--- src/rtl/pwm_dac_pkg.sv ---
// pwm_dac_pkg: shared offset-binary sample conventions for the sine table and pwm_dac
package pwm_dac_pkg;
   localparam int W_DEFAULT = 8;
   localparam int MIDSCALE = 1 << (W_DEFAULT - 1);
   // zero level of an offset-binary sample of width w
   function automatic int midscale(input int w);
      return 1 << (w - 1);
   endfunction
endpackage

--- src/rtl/tick_divider.sv ---
// tick_divider: free-running prescaler, tick on the all-ones count
module tick_divider
   import pwm_dac_pkg::*;
#(
   parameter int N = 1
) (
   input  logic clk,
   input  logic rst,
   output logic tick
);
   logic [N-1:0] pre;
   always_ff @(posedge clk or posedge rst)
      if (rst) pre <= '0;
      else pre <= pre + 1'b1;
   assign tick = &pre;
endmodule

--- src/rtl/pwm_dac.sv ---
// pwm_dac: double-buffered offset-binary sample to single-bit PWM with frame-rate handshake
module pwm_dac
   import pwm_dac_pkg::*;
#(
   parameter int W = W_DEFAULT,
   parameter int N_DIVIDE = 0
) (
   input  logic         clk,
   input  logic         rst,
   input  logic [W-1:0] sample,
   input  logic         sample_valid,
   output logic         sample_ready,
   output logic         pwm_out,
   output logic         period_start,
   output logic         underrun,
   output logic [W-1:0] duty
);
   localparam logic [W-1:0] MID = W'(midscale(W));
   logic tick, boundary, acc, pend_full;
   logic [W-1:0] cnt, pend, active;
   if (N_DIVIDE > 0) begin : g_div
      tick_divider #(.N(N_DIVIDE)) u_div (.clk(clk), .rst(rst), .tick(tick));
   end else begin : g_nodiv
      assign tick = 1'b1;
   end
   assign sample_ready = ~pend_full;
   assign acc = sample_valid & sample_ready;
   assign boundary = tick & (&cnt);
   assign duty = active;
   // a sample arriving exactly on an empty-buffer boundary bypasses pend
   always_ff @(posedge clk or posedge rst)
      if (rst) begin
         cnt <= '0;
         pend <= '0;
         pend_full <= 1'b0;
         active <= MID;
         pwm_out <= 1'b0;
         period_start <= 1'b0;
         underrun <= 1'b0;
      end else begin
         if (tick) cnt <= cnt + 1'b1;
         pwm_out <= cnt < active;
         period_start <= boundary;
         underrun <= boundary & ~pend_full & ~acc;
         if (boundary & pend_full) begin
            active <= pend;
            pend_full <= 1'b0;
         end else if (boundary & acc) begin
            active <= sample;
         end else if (acc) begin
            pend <= sample;
            pend_full <= 1'b1;
         end
      end
endmodule

--- config.mk ---
export PLATFORM = sky130hd
export DESIGN_NAME = pwm_dac
export DESIGN_NICKNAME = d
export VERILOG_FILES = /design/src/rtl/pwm_dac_pkg.sv /design/src/rtl/tick_divider.sv /design/src/rtl/pwm_dac.sv
export SDC_FILE = /design/constraint.sdc
export NUM_CORES = 1
export LEC_CHECK = 0
export CAP_MARGIN = 20
export CORE_MARGIN = 2
export CORE_UTILIZATION = 47
export DETAILED_ROUTE_END_ITERATION = 16
export PLACE_DENSITY = 0.75
export SYNTH_ARGS = -nofsm -noshare
export SYNTH_HDL_FRONTEND = slang
export SYNTH_SLANG_ARGS = --single-unit
--- constraint.sdc ---
create_clock -name clk -period 1.4 [get_ports clk]
set_input_delay 0.28 -clock clk [delete_from_list [all_inputs] [get_ports clk]]
set_output_delay 0.28 -clock clk [all_outputs]
set_load 0.01 [all_outputs]
==> tab_implementation.tex, run 1 <==
\begin{tabular}{lr}
\hline
Metric & Value \\
\hline
\multicolumn{2}{l}{\textbf{Status}} \\
\quad Run status & finished, violations left \\
\quad Violated checks & negative setup slack \\
\multicolumn{2}{l}{\textbf{Power}} \\
\quad P per Cell Area & 730.5 mW/mm\^{}2 \\
\quad VDD IR-drop max & 0.0007075 V \\
\quad Leak Pwr & 0.9612 nW \\
\quad Pwr Total & 1.388 mW \\
\multicolumn{2}{l}{\textbf{STA}} \\
\quad Final max-slew violation count & 0 \\
\quad Final TNS setup & -625.3 ps \\
\quad Slew margin rel. & 0.7077 \\
\quad Worst Slack Setup Final & -88.54 ps \\
\quad RSZ-0062 raised after global routing & yes \\
\quad Achievable Freq & 671.8 MHz \\
\quad Final count of hold timing violations & 0 \\
\quad Worst-case clock skew & 4.537 ps \\
\quad Crit path time final & 1489 ps \\
\quad Portion of the clock cycle consumed by the worst path in the final layout & 1.063 \\
\quad Final-report setup violation count & 12 \\
\quad Transition time at the pin with the least slew margin & 437.3 ps \\
\multicolumn{2}{l}{\textbf{Clocking}} \\
\quad Clock root buffer & clkbuf\_4 \\
\quad Insertion delay to the later sink of the worst-skew pair & 340 ps \\
\quad CTS hold repair buffers & 0 \\
\quad CTS Buf Count & 3 \\
\quad CTS Sinks & 28 \\
\quad Worst-path clk slew & 150 ps \\
\quad Clock tree from TritonCTS & done \\
\quad Count of H-tree levels built during CTS & 1 \\
\quad Maximum clock insertion buffer count & 2 \\
\multicolumn{2}{l}{\textbf{Setup path}} \\
\quad Cell-by-cell trace of the critical path & buf\_4 > nand2b\_1 > a2111oi\_1 > o31a\_1 \\
\quad Delay of the slowest cell on the worst path & 480 ps \\
\quad CP endpoint kind & flip-flop \\
\quad Largest driver fanout on the critical path & 4 \\
\quad Required time reported for the critical path endpoint & 1690 ps \\
\quad Arrival time at the worst endpoint & 1780 ps \\
\quad Setup CP Type & reg2reg \\
\quad Nature of the critical path startpoint & flip-flop \\
\quad Standard cell with the maximum stage delay on the critical path & a2111oi\_1 \\
\multicolumn{2}{l}{\textbf{Worst hold path}} \\
\quad Type of the worst min-delay path & in2async \\
\multicolumn{2}{l}{\textbf{Die}} \\
\quad Initial Utilization & 0.4950 \\
\quad Area of the die & 0.003351 sq mm \\
\quad Number of top-level pins & 23 \\
\quad X dimension of the die & 57.89 microns \\
\quad Overall die height & 57.89 microns \\
\quad Row Count & 19 \\
\quad Std-Cell Core Area & 0.002758 sq mm \\
\multicolumn{2}{l}{\textbf{Route}} \\
\quad Routed Antenna Nets & 0 \\
\quad Number of design rule violations left after detail routing & 0 \\
\quad Final wirelength & 3.147 mm \\
\quad Number of DRC violations after detailed-routing iteration 0 & 31 \\
\quad Vias after detailed routing & 1037 \\
\quad Detailed-routing iteration count for the pre-antenna-repair pass & 4 \\
\quad Vias per Instance & 5.373 \\
\quad Routed WL per cell & 16.31 microns \\
\multicolumn{2}{l}{\textbf{Place}} \\
\quad Inst Count DP & 181 \\
\quad Half-perimeter wire length of the detailed placement result & 2.128 mm \\
\quad Gpl congestion & 0.7933 \\
\quad Buffers on Ports & 22 \\
\multicolumn{2}{l}{\textbf{Yosys}} \\
\quad Sequential fraction of the synthesis area & 0.5142 \\
\quad Simple-Gate Fraction of Synth Area & 0.1109 \\
\quad Mean post-synth cell area & 11.97 sq um \\
\quad Cell Area, Synth & 0.001365 sq mm \\
\quad Xor/xnor share of the synthesized area & 0.03850 \\
\quad Adder and majority cell fraction of the synthesized area & 0.07333 \\
\quad Largest family of logic cells by synthesized area & compound AO/OA/AOI/OAI gates \\
\quad Seq cells post-synth & 28 \\
\quad Complex-gate fraction of the synthesized area & 0.1485 \\
\quad Syn. warnings & 0 \\
\quad Cells after synthesis & 114 \\
\quad Multiplexer area fraction after synthesis & 0.06599 \\
\quad Distinct cell type count after synthesis & 31 \\
\quad Synthesized Nets & 133 \\
\multicolumn{2}{l}{\textbf{Layout}} \\
\quad Net count of the finished layout & 182 \\
\quad Area Overhead vs Synth & 39.14\% \\
\quad Final cell count without fillers & 193 \\
\quad Inserted Diodes & 0 \\
\quad Number of filler cells placed in the layout & 196 \\
\quad Share of final-layout standard cells stronger than drive strength 1 & 0.3457 \\
\multicolumn{2}{l}{\textbf{Global routing}} \\
\quad Number of global-route vias before repair & 1107 \\
\quad Pin count of the biggest net entering global routing & 29 \\
\quad Antenna violations before repair & 0 \\
\quad Overflow left after global routing & 0 \\
\quad First-pass GRT wire length & 5.181 mm \\
\quad Overall global routing resource usage & 0.2077 \\
\multicolumn{2}{l}{\textbf{Job}} \\
\quad \# Max-Cap Violations & 0 \\
\hline
\end{tabular}
Yosys cell counts:
cell / n / area share
dfrtp_1: 27 / 0.49
a2111oi_0: 1 / 0.0064
nor3_1: 1 / 0.0037
nand3_2: 1 / 0.0073
nand2_1: 2 / 0.0055
mux2_2: 8 / 0.066
xnor2_1: 2 / 0.013
nand4_4: 1 / 0.016
nor3_4: 1 / 0.012
or2_0: 1 / 0.0046
clkinv_1: 1 / 0.0027
o22a_2: 6 / 0.044
buf_2: 2 / 0.0073
nor2_1: 13 / 0.036
o21ai_4: 1 / 0.012
dfstp_2: 1 / 0.019
o31a_1: 1 / 0.0064
ha_1: 8 / 0.073
nand4_1: 2 / 0.0092
buf_6: 1 / 0.0082
o21a_1: 2 / 0.011
xor2_1: 4 / 0.026
o22ai_1: 1 / 0.0046
a22oi_1: 1 / 0.0055
nand2b_1: 1 / 0.0046
a2bb2oi_1: 7 / 0.045
o22a_1: 1 / 0.0064
inv_1: 11 / 0.030
and2b_1: 1 / 0.0055
a21oi_1: 2 / 0.0073
nand3_1: 2 / 0.0073
path summary, 6_finish.rpt:
kind	startpoint	to	slack, ps	depth (start not counted)
setup / recovery	cnt[0]	pwm_out	-90	4
hold / removal	rst	cnt[3]	260	3
setup reg to reg	cnt[0]	pwm_out	-90	4
hold reg to reg	pend[7]	pend[7]	530	1
max in group asynchronous	rst	duty[7]	910	3
min in group clk	pend[7]	pend[7]	530	1
metrics by stage:
stage               worst slack, ps  cell area [sq um]  hold WS, ps  utilization
finish                       -88.54               1899        256.9       0.6887
global placement             -143.3               1763        490.7       0.6393
detailed placement           -186.4               1763        494.7       0.6393
CTS                          -91.35               1854        257.8       0.6724
global route                 -123.5               1899        253.0       0.6887
floorplan                    -2.055               1385        344.7            -
final cells by class:
cell class | count | area, sq um | share of cell area
Clock buffer | 4 | 36.28 | 0.01910
Inverter | 12 | 45.04 | 0.02372
Multi-Input combinational cell | 71 | 658.1 | 0.3465
Sequential cell | 28 | 703.2 | 0.3702
Tap cell | 31 | 38.79 | 0.02042
Timing Repair Buffer | 47 | 417.9 | 0.2200
timing repair:
item | in CTS | in global routing
gates resized for setup | 21 | 15
endpoints found under the setup margin | 29 | 22
pin swaps | 2 | 2
setup buffers | 7 | 1
critical path: cells and delay by family, from the launching register on:
kind,cells,cell delay (ps)
buffers and inverters,1,160
AOI/OAI and AO/OA,2,680
and+or+nand+nor,1,150
DFF,1,450
power breakdown:
part	switching (mW)	internal, mW	total (mW)
combinational	0.0519	0.0823	0.134
clock	0.245	0.160	0.405
sequential	0.0141	0.834	0.848
flip-flops by register name, indices dropped and copies added, names as in the netlist:
signal	count
underrun	1
pwm_out	1
duty	8
cnt	8
pend_full	1
pend	8
period_start	1
cells in the final DEF, fill, tap and decap left out, types with 2 or more instances in the layout:
master,synthesis,final
buf_4,0,20
clkbuf_4,0,3
o21a_1,2,2
inv_1,11,11
a2bb2oi_1,7,7
clkbuf_2,0,2
o22a_2,6,6
xor2_1,4,4
a21oi_1,2,2
buf_6,1,3
mux2_4,0,7
xnor2_1,2,2
clkdlybuf4s50_1,0,10
nor2_1,13,12
nand2_1,2,2
nand3_1,2,2
buf_12,0,2
ha_1,8,7
dfrtp_1,27,26
nand4_1,2,2
dlygate4sd2_1,0,9
routing by layer:
metal / vias up / GRT usage / part of all wire
li1: 499 / - / -
met1: 516 / 0.2643 / 0.42
met2: 17 / 0.3571 / 0.52
met3: 5 / 0.03125 / 0.032
met4: 0 / 0.07973 / 0.020
met5: - / 0 / 0
cell families (layout without fill, tap and decap cells):
| group | count (synthesis) | count (layout) |
|---|---|---|
| compound gates | 23 | 23 |
| buf+inv | 15 | 63 |
| xor+xnor | 6 | 6 |
| mux | 8 | 8 |
| flops | 28 | 28 |
| simple gates | 26 | 26 |
| fa+ha+maj | 8 | 8 |
Power figures use the tool's default switching activity.
==> run 2: changes to the inputs <==
Settings changed: HOLD_SLACK_MARGIN set to 0.03.
==> results of run 2 <==
The final DEF is identical to that of run 1; final timing and power are the same.
